### config.mk
export PLATFORM = sky130hd
export DESIGN_NAME = product_accumulator
export DESIGN_NICKNAME = d
export VERILOG_FILES = /design/src/rtl/dsp_pkg.sv /design/src/rtl/sat_adder.sv /design/src/rtl/product_accumulator.sv
export SDC_FILE = /design/constraint.sdc
export NUM_CORES = 1
export LEC_CHECK = 0
export CORE_ASPECT_RATIO = 1.1
export CORE_MARGIN = 5
export CORE_UTILIZATION = 53
export DETAILED_ROUTE_END_ITERATION = 10
export PLACE_DENSITY = 0.77
export SKIP_LAST_GASP = 1
export SLEW_MARGIN = 20
export SYNTH_ARGS = -nofsm -noshare
export SYNTH_HDL_FRONTEND = slang
export SYNTH_HIERARCHICAL = 1
export SYNTH_SLANG_ARGS = --single-unit
export TNS_END_PERCENT = 50
### constraint.sdc
create_clock -name clk_i -period 6.8 [get_ports clk_i]
set_input_delay 0.68 -clock clk_i [delete_from_list [all_inputs] [get_ports clk_i]]
set_output_delay 0.68 -clock clk_i [all_outputs]
set_load 0.02 [all_outputs]
### src/rtl/dsp_pkg.sv
// dsp_pkg: shared types and helpers for the product accumulator datapath.
//   acc_state_e          : frame FSM state (IDLE = no partial frame, ACCUM = frame in progress)
//   acc_guard_bits()     : guard bits needed so a full frame of products cannot overflow
//   default_acc_width()  : recommended accumulator width (data width plus guard bits)
package dsp_pkg;

   typedef enum logic {
      IDLE  = 1'b0,
      ACCUM = 1'b1
   } acc_state_e;

   // A frame holds at most 2^len_width-1 products, so len_width extra bits
   // are enough to hold the worst-case sum without a carry out.
   function automatic int acc_guard_bits(input int len_width);
      return len_width;
   endfunction

   function automatic int default_acc_width(input int data_width, input int len_width);
      return data_width + acc_guard_bits(len_width);
   endfunction

endpackage

### src/rtl/sat_adder.sv
// sat_adder: combinational WIDTH-bit unsigned adder with carry out.
//   a, b    : unsigned operands
//   sum     : a+b modulo 2^WIDTH, or all-ones on carry when SATURATE=1
//   carry_o : carry out of the WIDTH-bit add (overflow indication)
module sat_adder #(
   parameter int WIDTH    = 40,
   parameter bit SATURATE = 1'b0
) (
   input  logic [WIDTH-1:0] a,
   input  logic [WIDTH-1:0] b,
   output logic [WIDTH-1:0] sum,
   output logic             carry_o
);

   logic [WIDTH:0] sum_full;

   assign sum_full = {1'b0, a} + {1'b0, b};
   assign carry_o  = sum_full[WIDTH];
   assign sum      = (SATURATE && carry_o) ? {WIDTH{1'b1}} : sum_full[WIDTH-1:0];

endmodule

### src/rtl/product_accumulator.sv
// product_accumulator: sums a programmable number of unsigned products per
// frame and emits one frame sum with a sticky per-frame overflow flag.
//   clk_i, rst_n_i : clock, asynchronous active-low reset
//   clear_i        : synchronous abort of the partial frame and pending output
//   len_i          : products per frame, sampled on a frame's first accept (0 means 1)
//   data_i/valid_i/ready_o : input product stream
//   data_o/overflow_o/valid_o/ready_i : output frame sum stream
//   dbg_state_o    : current frame FSM state, for observation only
//
// Handshake: a transfer happens on a rising edge where valid and ready are
// both high. A producer holds valid (and its data) until that edge; ready may
// depend combinationally on the consumer's ready (ready_o follows ready_i so
// the output register drains in the same cycle a new sample enters).
module product_accumulator
   import dsp_pkg::*;
#(
   parameter int DATA_WIDTH = 32,
   parameter int ACC_WIDTH  = 40,
   parameter int LEN_WIDTH  = 8,
   parameter bit SATURATE   = 1'b0
) (
   input  logic                  clk_i,
   input  logic                  rst_n_i,
   input  logic                  clear_i,
   input  logic [LEN_WIDTH-1:0]  len_i,
   input  logic [DATA_WIDTH-1:0] data_i,
   input  logic                  valid_i,
   output logic                  ready_o,
   output logic [ACC_WIDTH-1:0]  data_o,
   output logic                  valid_o,
   input  logic                  ready_i,
   output logic                  overflow_o,
   output acc_state_e            dbg_state_o
);

   acc_state_e           state_q, state_n;
   logic [ACC_WIDTH-1:0] acc_q, acc_n;
   logic [ACC_WIDTH-1:0] data_ext, add_sum, end_sum;
   logic                 add_carry;
   logic                 ovf_q, ovf_n, end_ovf;
   logic                 frame_end, accept;
   logic [LEN_WIDTH:0]   cnt_q, cnt_n, cnt_inc;
   logic [LEN_WIDTH-1:0] len_q, len_n, len_eff;

   assign ready_o     = !clear_i && (!valid_o || ready_i);
   assign accept      = valid_i && ready_o;
   assign data_ext    = ACC_WIDTH'(data_i);
   assign len_eff     = (len_i == '0) ? LEN_WIDTH'(1) : len_i;
   assign cnt_inc     = cnt_q + 1'b1;
   assign dbg_state_o = state_q;

   sat_adder #(
      .WIDTH    (ACC_WIDTH),
      .SATURATE (SATURATE)
   ) u_sat_adder (
      .a       (acc_q),
      .b       (data_ext),
      .sum     (add_sum),
      .carry_o (add_carry)
   );

   always_ff @(posedge clk_i or negedge rst_n_i) begin
      if (!rst_n_i) begin
         state_q <= IDLE;
         acc_q   <= '0;
         ovf_q   <= 1'b0;
         cnt_q   <= '0;
         len_q   <= '0;
      end else begin
         state_q <= state_n;
         acc_q   <= acc_n;
         ovf_q   <= ovf_n;
         cnt_q   <= cnt_n;
         len_q   <= len_n;
      end
   end

   // Next-state logic. On a frame end the accumulator, count and flag are
   // returned to zero so the next frame starts clean.
   always_comb begin
      state_n   = state_q;
      acc_n     = acc_q;
      ovf_n     = ovf_q;
      cnt_n     = cnt_q;
      len_n     = len_q;
      frame_end = 1'b0;
      end_sum   = add_sum;
      end_ovf   = 1'b0;
      if (clear_i) begin
         state_n = IDLE;
         acc_n   = '0;
         ovf_n   = 1'b0;
         cnt_n   = '0;
      end else if (accept) begin
         unique case (state_q)
            IDLE: begin
               len_n = len_eff;
               if (len_eff == LEN_WIDTH'(1)) begin
                  frame_end = 1'b1;
                  end_sum   = data_ext;
                  end_ovf   = 1'b0;
                  acc_n     = '0;
                  ovf_n     = 1'b0;
                  cnt_n     = '0;
               end else begin
                  state_n = ACCUM;
                  acc_n   = data_ext;
                  ovf_n   = 1'b0;
                  cnt_n   = (LEN_WIDTH+1)'(1);
               end
            end
            ACCUM: begin
               if (cnt_inc == {1'b0, len_q}) begin
                  frame_end = 1'b1;
                  end_sum   = add_sum;
                  end_ovf   = ovf_q | add_carry;
                  state_n   = IDLE;
                  acc_n     = '0;
                  ovf_n     = 1'b0;
                  cnt_n     = '0;
               end else begin
                  acc_n = add_sum;
                  ovf_n = ovf_q | add_carry;
                  cnt_n = cnt_inc;
               end
            end
            default: state_n = IDLE;
         endcase
      end
   end

   // Output register: a completing frame always wins over the drain so the
   // back-to-back case keeps valid_o high with fresh data.
   always_ff @(posedge clk_i or negedge rst_n_i) begin
      if (!rst_n_i) begin
         data_o     <= '0;
         valid_o    <= 1'b0;
         overflow_o <= 1'b0;
      end else if (clear_i) begin
         valid_o    <= 1'b0;
         overflow_o <= 1'b0;
      end else if (frame_end) begin
         data_o     <= end_sum;
         overflow_o <= end_ovf;
         valid_o    <= 1'b1;
      end else if (ready_i) begin
         valid_o <= 1'b0;
      end
   end

endmodule

==> results of run 1 <==
==> metal layers <==
layer  track usage (%)  vias up  wire length [µm]
met5                 0        -                 0
met4             5.293        0               194
met3             4.014       18               774
met2             37.33      156              8526
met1             30.48     2892              8086
li1                  -     2931                 -
==> synth_stat cells, drive strengths merged, types with 5 or more instances <==
library cell / n
dfrtp: 101
a21oi: 85
o21ai: 76
nand2: 74
mux2i: 68
nor2: 68
ha: 41
clkbuf: 28
nand3: 28
xnor2: 25
inv: 24
xor2: 17
a21o: 16
buf: 16
nand4: 14
nor3: 8
a211oi: 7
mux2: 7
o21bai: 6
and3: 5
o21a: 5
o311ai: 5
==> power breakdown <==
part,total [mW],switching [mW],leakage [nW],internal [mW]
logic,0.608,0.348,2.52,0.260
clock network,0.519,0.225,0.143,0.295
registers,0.695,0.0379,1.35,0.657
==> cell type report <==
type | instances | area, µm² | share of cell area [%]
inverters | 24 | 90.09 | 1.065
clock inverters | 4 | 47.55 | 0.5622
well taps | 184 | 230.2 | 2.722
clock buffers | 12 | 246.5 | 2.915
multi-input cells | 617 | 4378 | 51.77
repair buffers | 94 | 935.9 | 11.07
flip-flops and latches | 101 | 2529 | 29.90
==> registers in the layout, summed over array words and instances, names as in the netlist <==
name	cells
valid_o	1
ovf_q	1
data_o	40
len_q	8
dbg_state_o	1
overflow_o	1
acc_q	40
cnt_q	9
==> worst register-to-register path, cell delays in order, from the launching register on <==
cell,delay (ns)
dfrtp_1,0.38
ha_1,0.39
nand3_1,0.14
o211ai_1,0.24
a221oi_2,0.11
a21oi_2,0.26
o211ai_1,0.22
a211oi_1,0.52
nor4b_1,0.14
a311o_1,0.37
mux2i_1,0.18
o21ai_2,0.07
==> worst paths after layout <==
kind	depth (start not counted)	slack, ns	to	from
max	12	3.23	acc_q[29]$_DFFE_PN0P_	data_i[9]
min	1	0.35	acc_q[5]$_DFFE_PN0P_	rst_n_i
max reg2reg	11	3.65	acc_q[29]$_DFFE_PN0P_	acc_q[9]$_DFFE_PN0P_
min reg2reg	2	0.48	acc_q[2]$_DFFE_PN0P_	acc_q[2]$_DFFE_PN0P_
max in group asynchronous	2	5.28	dbg_state_o$_DFFE_PN0P_	rst_n_i
min in group clk_i	2	0.48	acc_q[2]$_DFFE_PN0P_	acc_q[2]$_DFFE_PN0P_
==> logic make-up after synthesis <==
family | synth area share [%]
other | 0.05190
buffers and inverters | 5.091
AO/OA/AOI/OAI | 21.92
multiplexers | 10.56
AND/OR/NAND/NOR | 14.29
flip-flops | 34.98
adder cells (fa/ha/maj) | 7.377
XOR/XNOR | 5.732
==> results.json, run 1 <==
{
  "outcome": "complete, no violations",
  "yosysUniqueCellTypes": 75,
  "die_x_um": 121.3,
  "power_density_nw_per_um2": 215.5,
  "hold_class": "input port to asynchronous set/reset pin",
  "clkLatencyLatePin_ns": 0.35,
  "final_cells": 1036,
  "dp_hpwl_um": 12630,
  "grt_pass1_vias": 6033,
  "wirelength_um": 17580,
  "whs_ns": 0.3491,
  "slew_headroom_pct": 34.60,
  "total_power_mw": 1.822,
  "rows": 44,
  "synth_area_leaders": "dfrtp_1 (35%), mux2i_1 (9.3%), ha_1 (7.1%)",
  "synth-seq-cells": 101,
  "die_h_um": 132.5,
  "worst_slack_ns": 3.226,
  "clock_path_buffers": 2,
  "synth_edf_count": 0,
  "syn_inst": 779,
  "fin_area_um2": 8457,
  "finalHoldViolCount": 0,
  "routed-via-count": 5997,
  "via_per_inst": 5.789,
  "crit_family": "compound AO/OA/AOI/OAI gates",
  "place_area_um2": 8143,
  "path_class": "input port to flop",
  "cp.arrival_ns": 3.79,
  "wl_per_cell_um": 16.97,
  "grt_max_degree": 56,
  "max_freq_ghz": 0.2798,
  "insertedDiodeCount": 0,
  "drc": 0,
  "antenna_left": 0,
  "coreArea_um2": 13270,
  "startpoint_type": "input port",
  "cp_max_fo": 5,
  "end_kind": "flop",
  "synth_area_um2": 7226,
  "final_common_cell": "dfrtp_1",
  "ys_async_sr_fraction_pct": 100.0,
  "cp_cell_sequence": "clkdlybuf4s50_1, ha_1, nand3_1, o211ai_1, a221oi_2, a21oi_2, o211ai_1, a211oi_1, nor4b_1, a311o_1, mux2i_1, o21ai_2",
  "synthFlopType": "dfrtp_1",
  "grt_usage_pct": 22.44,
  "cts_root_buf": "clkbuf_16",
  "ios": 89,
  "yosys.area.top_type_share_pct": 34.98,
  "drv_slew": 0,
  "critPathMaxStageDelay_ns": 0.52,
  "cp_common_cell": "o211ai_1",
  "path_buf_inv": 1,
  "yosysWarnings": 6,
  "grt_first_pass_wirelength_um": 29670,
  "cts_tree": "done",
  "yosysTopAreaCell": "dfrtp_1",
  "vdd.ir_drop.worst_mv": 0.1077,
  "overflow": 0,
  "final_util_pct": 63.74,
  "holdBufCountCts": 0,
  "syn2layout_area_growth_pct": 17.04,
  "critPathRequiredTime_ns": 7.02,
  "start_util_pct": 54.46,
  "gp_congestion": 0.9033,
  "cts_repair_resize_count": 0,
  "dp.cells": 1019,
  "clk_pin_slew_ns": 0.06,
  "final_cell_mix": "dfrtp_1 (100), clkdlybuf4s50_1 (87), a21oi_1 (75)",
  "final.min_clock_period_ns": 3.574,
  "fill_cells": 1112,
  "rsz0062_at_grt": "false",
  "worstMarginPinSlew_ns": 0.9789,
  "synth_seq_area_share_pct": 34.98,
  "drt-pass1-iter-count": 5,
  "htree_levels": 3,
  "final_nets": 934,
  "fp.dieArea_um2": 16070,
  "finalCritPeriodShare_pct": 52.56,
  "numClockSinks": 101,
  "maxCapViolCount": 0,
  "slowest_stage": "a211oi_1",
  "drive_above_1_share_pct": 10.33,
  "syn_avg_cell_area_um2": 9.276,
  "place_ws_ns": 2.870,
  "antenna_found_initial": 0,
  "numCtsBuffers": 9,
  "portBuffers": 88,
  "cts_setup_buffers": 0,
  "setup_violations": 0,
  "fin_setup_tns_ns": 0,
  "clock-skew-final_ns": 0.006699,
  "power.leakage_nw": 4.013,
  "drtIter0Drc": 451
}
(Power assumes the default switching activity.)
==> run 2, diff against run 1 <==
Settings changed: CORE_UTILIZATION 53 to 51.
Clock period 6.8 ns to 3.05 ns, I/O delays scaled along.
==> run 2 against run 1 <==
Net effect: setup slack worse by 3.1 ns; cell count is 6.8% higher; sequential share of layout area shrank 2.1 points; via count increased by 3.0%; wire length grew 1.9%; clock skew rose by 0.0026 ns; core utilization increased by 1.9 points.
==> results.json, run 2 (synthesis gave the netlist of run 1 again) <==
{
  "rows": 45,
  "drc": 0,
  "cp_cell_sequence": "ha_1, buf_4, a21oi_4, o211ai_1, a221oi_2, a21oi_4, o211ai_1, a211oi_2, nor4b_2, a311o_1, mux2i_1, a21oi_1",
  "rr_endpoint": "data_o[29]$_DFFE_PN0P_",
  "routed-via-count": 6175,
  "place_ws_ns": -0.3339,
  "reg2reg_slack_ns": 0.16,
  "overflow": 0,
  "power.leakage_nw": 4.385,
  "whs_ns": 0.2932,
  "end_kind": "flop",
  "hold_class": "input port to flop",
  "clk_pin_slew_ns": 0.07,
  "numClockSinks": 101,
  "slowest_stage": "dfrtp_1",
  "setup_violations": 0,
  "grt_pass1_vias": 6268,
  "wl_per_cell_um": 16.20,
  "cts_root_buf": "clkbuf_16",
  "clkLatencyLatePin_ns": 0.36,
  "dp_hpwl_um": 13510,
  "final_nets": 1000,
  "drive_above_1_share_pct": 17.43,
  "clock_path_buffers": 2,
  "hold_start": "data_i[9]",
  "insertedDiodeCount": 0,
  "slew_headroom_pct": 58.53,
  "finalCritPeriodShare_pct": 94.61,
  "die_h_um": 134.8,
  "path_buf_inv": 1,
  "portBuffers": 88,
  "rsz0062_at_grt": "false",
  "worstMarginPinSlew_ns": 0.6220,
  "gp_congestion": 0.9187,
  "drt-pass1-iter-count": 7,
  "maxCapViolCount": 0,
  "numCtsBuffers": 9,
  "critPathRequiredTime_ns": 3.33,
  "rr_startpoint": "acc_q[9]$_DFFE_PN0P_",
  "start_util_pct": 52.17,
  "critPathMaxStageDelay_ns": 0.39,
  "die_x_um": 123.5,
  "wirelength_um": 17920,
  "antenna_left": 0,
  "power_density_nw_per_um2": 482.0,
  "outcome": "complete, no violations",
  "ios": 89,
  "vdd.ir_drop.worst_mv": 0.2685,
  "hold_depth": 3,
  "crit_family": "compound AO/OA/AOI/OAI gates",
  "clock-skew-final_ns": 0.009328,
  "largestRegisters": "acc_q: 40 flops, data_o: 40 flops, cnt_q: 9 flops",
  "via_per_inst": 5.583,
  "worst_slack_ns": 0.1644,
  "fp.dieArea_um2": 16650,
  "finalHoldViolCount": 0,
  "drv_slew": 0,
  "cp_max_fo": 4,
  "startpoint_type": "flop",
  "final_cell_mix": "dfrtp_1 (100), clkdlybuf4s50_1 (85), nand2_1 (73), a21oi_1 (73), buf_4 (69)",
  "final.min_clock_period_ns": 2.886,
  "max_freq_ghz": 0.3465,
  "htree_levels": 3,
  "syn2layout_area_growth_pct": 25.75,
  "cts_tree": "done",
  "rr_worst_depth": 12,
  "final_common_cell": "dfrtp_1",
  "path_class": "flop to flop",
  "fill_cells": 1175,
  "cp.arrival_ns": 3.16,
  "grt_usage_pct": 22.47,
  "antenna_found_initial": 0,
  "drtIter0Drc": 303,
  "grt_first_pass_wirelength_um": 30260,
  "grt_max_degree": 44,
  "coreArea_um2": 13850,
  "holdPathEnd": "data_o[9]$_DFFE_PN0P_"
}
[run 2: changes by cell type in the layout (fill, tap and decap cells not counted), sizes merged]
cell / previous run / this run
clkinvlp: 1 / 0
dlymetal6s2s: 0 / 2
clkdlybuf4s50: 87 / 85
buf: 7 / 72
clkinv: 2 / 1
dlygate4sd3: 0 / 1
bufinv: 1 / 3
[run 2: per-stage QoR]
stage               util, %  cells  cell area, µm²  power, mW  setup TNS [ns]
finish                65.60   1106            9086      4.380               0
global route          65.60   1106            9086      4.625               0
CTS                   65.28   1106            9042      4.401               0
detailed placement    62.71   1089            8686      3.063          -7.251
global placement      62.71   1089            8686      3.030          -5.378
floorplan                 -    786            7252      2.495               0
[run 2: area by class of cell]
type / count / area, µm² / share of cell area, %
Sequential cell: 101 / 2529 / 27.83
Clock inverter: 4 / 95.09 / 1.047
Timing Repair Buffer: 160 / 1464 / 16.11
Multi-Input combinational cell: 617 / 4427 / 48.72
Clock buffer: 12 / 246.5 / 2.713
Tap cell: 188 / 235.2 / 2.589
Inverter: 24 / 90.09 / 0.9915
[run 2: worst max-delay path by stage]
stage                                    start                     end  slack [ns]  cells after the start
after floorplan           acc_q[0]$_DFFE_PN0P_   acc_q[30]$_DFFE_PN0P_        0.24                     12
after global placement               data_i[0]  data_o[30]$_DFFE_PN0P_       -0.25                     13
after detailed placement             data_i[0]  data_o[30]$_DFFE_PN0P_       -0.33                     13
after CTS                            data_i[7]   acc_q[29]$_DFFE_PN0P_        0.02                     12
after global routing      acc_q[9]$_DFFE_PN0P_  data_o[29]$_DFFE_PN0P_        0.01                     12
final                     acc_q[9]$_DFFE_PN0P_  data_o[29]$_DFFE_PN0P_        0.16                     12
[run 2: per-layer routing]
metal / share of wire [%] / wire [µm] / track usage (%) / vias up
met5: 0 / 0 / 0 / -
met4: 1.6 / 282 / 6.708 / 0
met3: 3.6 / 642 / 3.435 / 22
met2: 51 / 9160 / 39.59 / 123
met1: 44 / 7833 / 28.24 / 2958
li1: - / - / - / 3072
[run 2: power by group]
part / internal [mW] / total [mW] / switching [mW]
sequential: 1.47 / 1.55 / 0.0823
clock: 0.824 / 1.32 / 0.494
combinational: 0.705 / 1.51 / 0.809
total: 2.99 / 4.38 / 1.39
[run 2: timing repair]
item | in CTS | in global routing
gates resized for setup | 1 | 11
pin swaps | 0 | 12
setup buffers | 0 | 0
endpoints found under the hold margin | 38 | 0
hold buffers | 1 | 0
setup endpoints to repair | 2 | 26
[run 2: worst reg2reg max path, delay by kind of cell, from the launching register on]
| kind | cells | cell delay, ns |
|---|---|---|
| simple gates | 1 | 0.34 |
| fa+ha+maj | 1 | 0.31 |
| compound gates | 8 | 1.54 |
| flops | 1 | 0.39 |
| mux | 1 | 0.08 |
| buf+inv | 1 | 0.16 |
==> run 3, diff against run 2 <==
Clock period 3.05 ns to 2.6 ns, I/O delays scaled along.
==> run 3 against run 2 <==
Net effect: the run now ends with setup timing left; clock power increased by 16%; setup slack got worse by 0.37 ns; non-clock buffer count grew 62; sequential share of layout area fell by 2.1 points; core utilization increased by 5.3 points; clock skew shrank 0.0034 ns; wire length up 6.3%; register-to-register slack got worse by 0.37 ns; first-iteration DRC count increased by 22%; largest cell class unchanged.
==> results.json, run 3 (synthesis gave the netlist of run 1 again) <==
{
  "finalHoldViolCount": 0,
  "intPower_mw": 3.635,
  "start_util_pct": 52.17,
  "place_area_um2": 9071,
  "ios": 89,
  "syn2layout_area_growth_pct": 35.84,
  "routed-via-count": 6524,
  "critPathRequiredTime_ns": 2.85,
  "fill_cells": 1062,
  "clkLatencyLatePin_ns": 0.36,
  "final.min_clock_period_ns": 2.802,
  "power.leakage_nw": 4.769,
  "end_kind": "flop",
  "grt_usage_pct": 23.10,
  "startpoint_type": "flop",
  "cp.arrival_ns": 3.05,
  "cp_cell_sequence": "ha_4, buf_4, nand3_1, o211ai_1, a221oi_2, buf_4, a21oi_4, o211ai_1, buf_4, a211oi_4, nor4b_2, a311o_1, mux2i_1, o21ai_2",
  "coreArea_um2": 13850,
  "slowest_stage": "dfrtp_1",
  "clkPwrFrac_pct": 28.2,
  "final_cell_mix": "buf_4 (125), dfrtp_1 (100), clkdlybuf4s50_1 (82)",
  "final_common_cell": "buf_4",
  "die_x_um": 123.5,
  "vdd.ir_drop.worst_mv": 0.3548,
  "dp.cells": 1134,
  "clock-skew-final_ns": 0.005890,
  "max_freq_ghz": 0.3569,
  "overflow": 0,
  "place_ws_ns": -0.5922,
  "drive_above_1_share_pct": 25.51,
  "finalCritPeriodShare_pct": 107.8,
  "hold_class": "input port to flop",
  "crit_family": "compound AO/OA/AOI/OAI gates",
  "antenna_left": 0,
  "final_cells": 1168,
  "power_density_nw_per_um2": 551.4,
  "cp_common_cell": "buf_4",
  "wl_per_cell_um": 16.31,
  "switching_share_pct": 32.85,
  "portBuffers": 88,
  "drt-pass1-iter-count": 5,
  "drv_slew": 0,
  "cts_root_buf": "clkbuf_16",
  "final_nets": 1062,
  "cp_max_fo": 3,
  "critPathMaxStageDelay_ns": 0.41,
  "grt_max_degree": 63,
  "whs_ns": 0.2714,
  "numCtsBuffers": 9,
  "multiInputGateArea_um2": 4649,
  "insertedDiodeCount": 0,
  "via_per_inst": 5.586,
  "grt_pass1_vias": 6433,
  "violations": "setup timing",
  "wirelength_um": 19050,
  "p_sw_mw": 1.778,
  "fin_setup_tns_ns": -4.206,
  "combPwrFrac_pct": 38.2,
  "drtIter0Drc": 371,
  "gp_congestion": 0.9137,
  "seqPwrFrac_pct": 33.6,
  "setup_violations": 42,
  "worst_slack_ns": -0.2021,
  "fin_area_um2": 9816,
  "total_power_mw": 5.413,
  "numClockSinks": 101,
  "slew_headroom_pct": 62.98,
  "path_buf_inv": 3,
  "clk_pin_slew_ns": 0.07,
  "htree_levels": 3,
  "maxCapViolCount": 0,
  "largestRegisters": "acc_q: 40 flops, data_o: 40 flops, cnt_q: 9 flops",
  "cts_tree": "done",
  "rows": 45,
  "die_h_um": 134.8,
  "antenna_found_initial": 0,
  "drc": 0,
  "grt_first_pass_wirelength_um": 30910,
  "regArea_um2": 2529,
  "path_class": "flop to flop",
  "fp.dieArea_um2": 16650,
  "worstMarginPinSlew_ns": 0.5539,
  "clock_path_buffers": 2,
  "rsz0062_at_grt": "true",
  "final_util_pct": 70.87,
  "outcome": "finished with violations",
  "dp_hpwl_um": 13690
}
[run 3: changes by cell type in the layout (fill, tap and decap cells not counted), moves of 3 or more]
| cell | previous run | this run |
|---|---|---|
| a21oi_1 | 73 | 70 |
| ha_1 | 40 | 34 |
| o21ai_2 | 29 | 34 |
| xnor2_2 | 0 | 3 |
| clkdlybuf4s50_1 | 85 | 82 |
| buf_6 | 0 | 3 |
| ha_4 | 0 | 6 |
| buf_12 | 3 | 6 |
| xnor2_1 | 25 | 22 |
| buf_4 | 69 | 125 |
| o21ai_0 | 34 | 28 |
[run 3: worst paths after layout]
path / from / to / slack, ns / depth (start not counted)
max in group asynchronous: rst_n_i / data_o[27]$_DFFE_PN0P_ / 1.63 / 3
max reg2reg: acc_q[8]$_DFFE_PN0P_ / acc_q[29]$_DFFE_PN0P_ / -0.20 / 14
min reg2reg: acc_q[4]$_DFFE_PN0P_ / acc_q[4]$_DFFE_PN0P_ / 0.49 / 2
min in group asynchronous: rst_n_i / acc_q[8]$_DFFE_PN0P_ / 0.28 / 2
min: data_i[8] / data_o[8]$_DFFE_PN0P_ / 0.27 / 3
max: acc_q[8]$_DFFE_PN0P_ / acc_q[29]$_DFFE_PN0P_ / -0.20 / 14
[run 3: cell type report]
cell class,count,area share (%)
clock buffer,11,2.575
tap,188,2.396
sequential,101,25.76
clock inverter,5,0.8286
inverter,24,0.9178
multi-input combinational,617,47.37
timing repair buffer,222,20.15
[run 3: power groups by stage]
| stage | Clock (mW) | Sequential, mW | Combinational [mW] |
|---|---|---|---|
| after floorplan | 0 | 1.90 | 1.03 |
| after global placement | 0 | 1.84 | 1.84 |
| after detailed placement | 0 | 1.85 | 1.87 |
| after CTS | 1.55 | 1.82 | 1.94 |
| after global routing | 1.61 | 1.84 | 2.24 |
| final | 1.53 | 1.82 | 2.07 |
[run 3: what timing repair did]
item                                    in CTS  in global routing
endpoints found under the setup margin      44                 50
hold buffers                                 1                  0
setup buffers                                8                 11
gates cloned                                 0                  0
gates resized for setup                     21                 34
endpoints found under the hold margin       10                  0
pin swaps                                   16                 31
[run 3: worst reg2reg max path: stages, from the launching register on]
cell      delay, ns
dfrtp_1        0.41
ha_4           0.30
buf_4          0.11
nand3_1        0.10
o211ai_1       0.12
a221oi_2       0.09
buf_4          0.16
a21oi_4        0.19
o211ai_1       0.13
buf_4          0.17
a211oi_4       0.26
nor4b_2        0.08
a311o_1        0.34
mux2i_1        0.17
o21ai_2        0.06
[run 3: per-layer routing]
metal | routed length, µm | vias to the layer above | part of all wire, % | global-route usage, %
li1 | - | 3184 | - | -
met1 | 8266 | 3172 | 43 | 29.60
met2 | 9683 | 134 | 51 | 39.80
met3 | 570 | 34 | 3.0 | 2.514
met4 | 527 | 0 | 2.8 | 8.923
met5 | 0 | - | 0 | 0
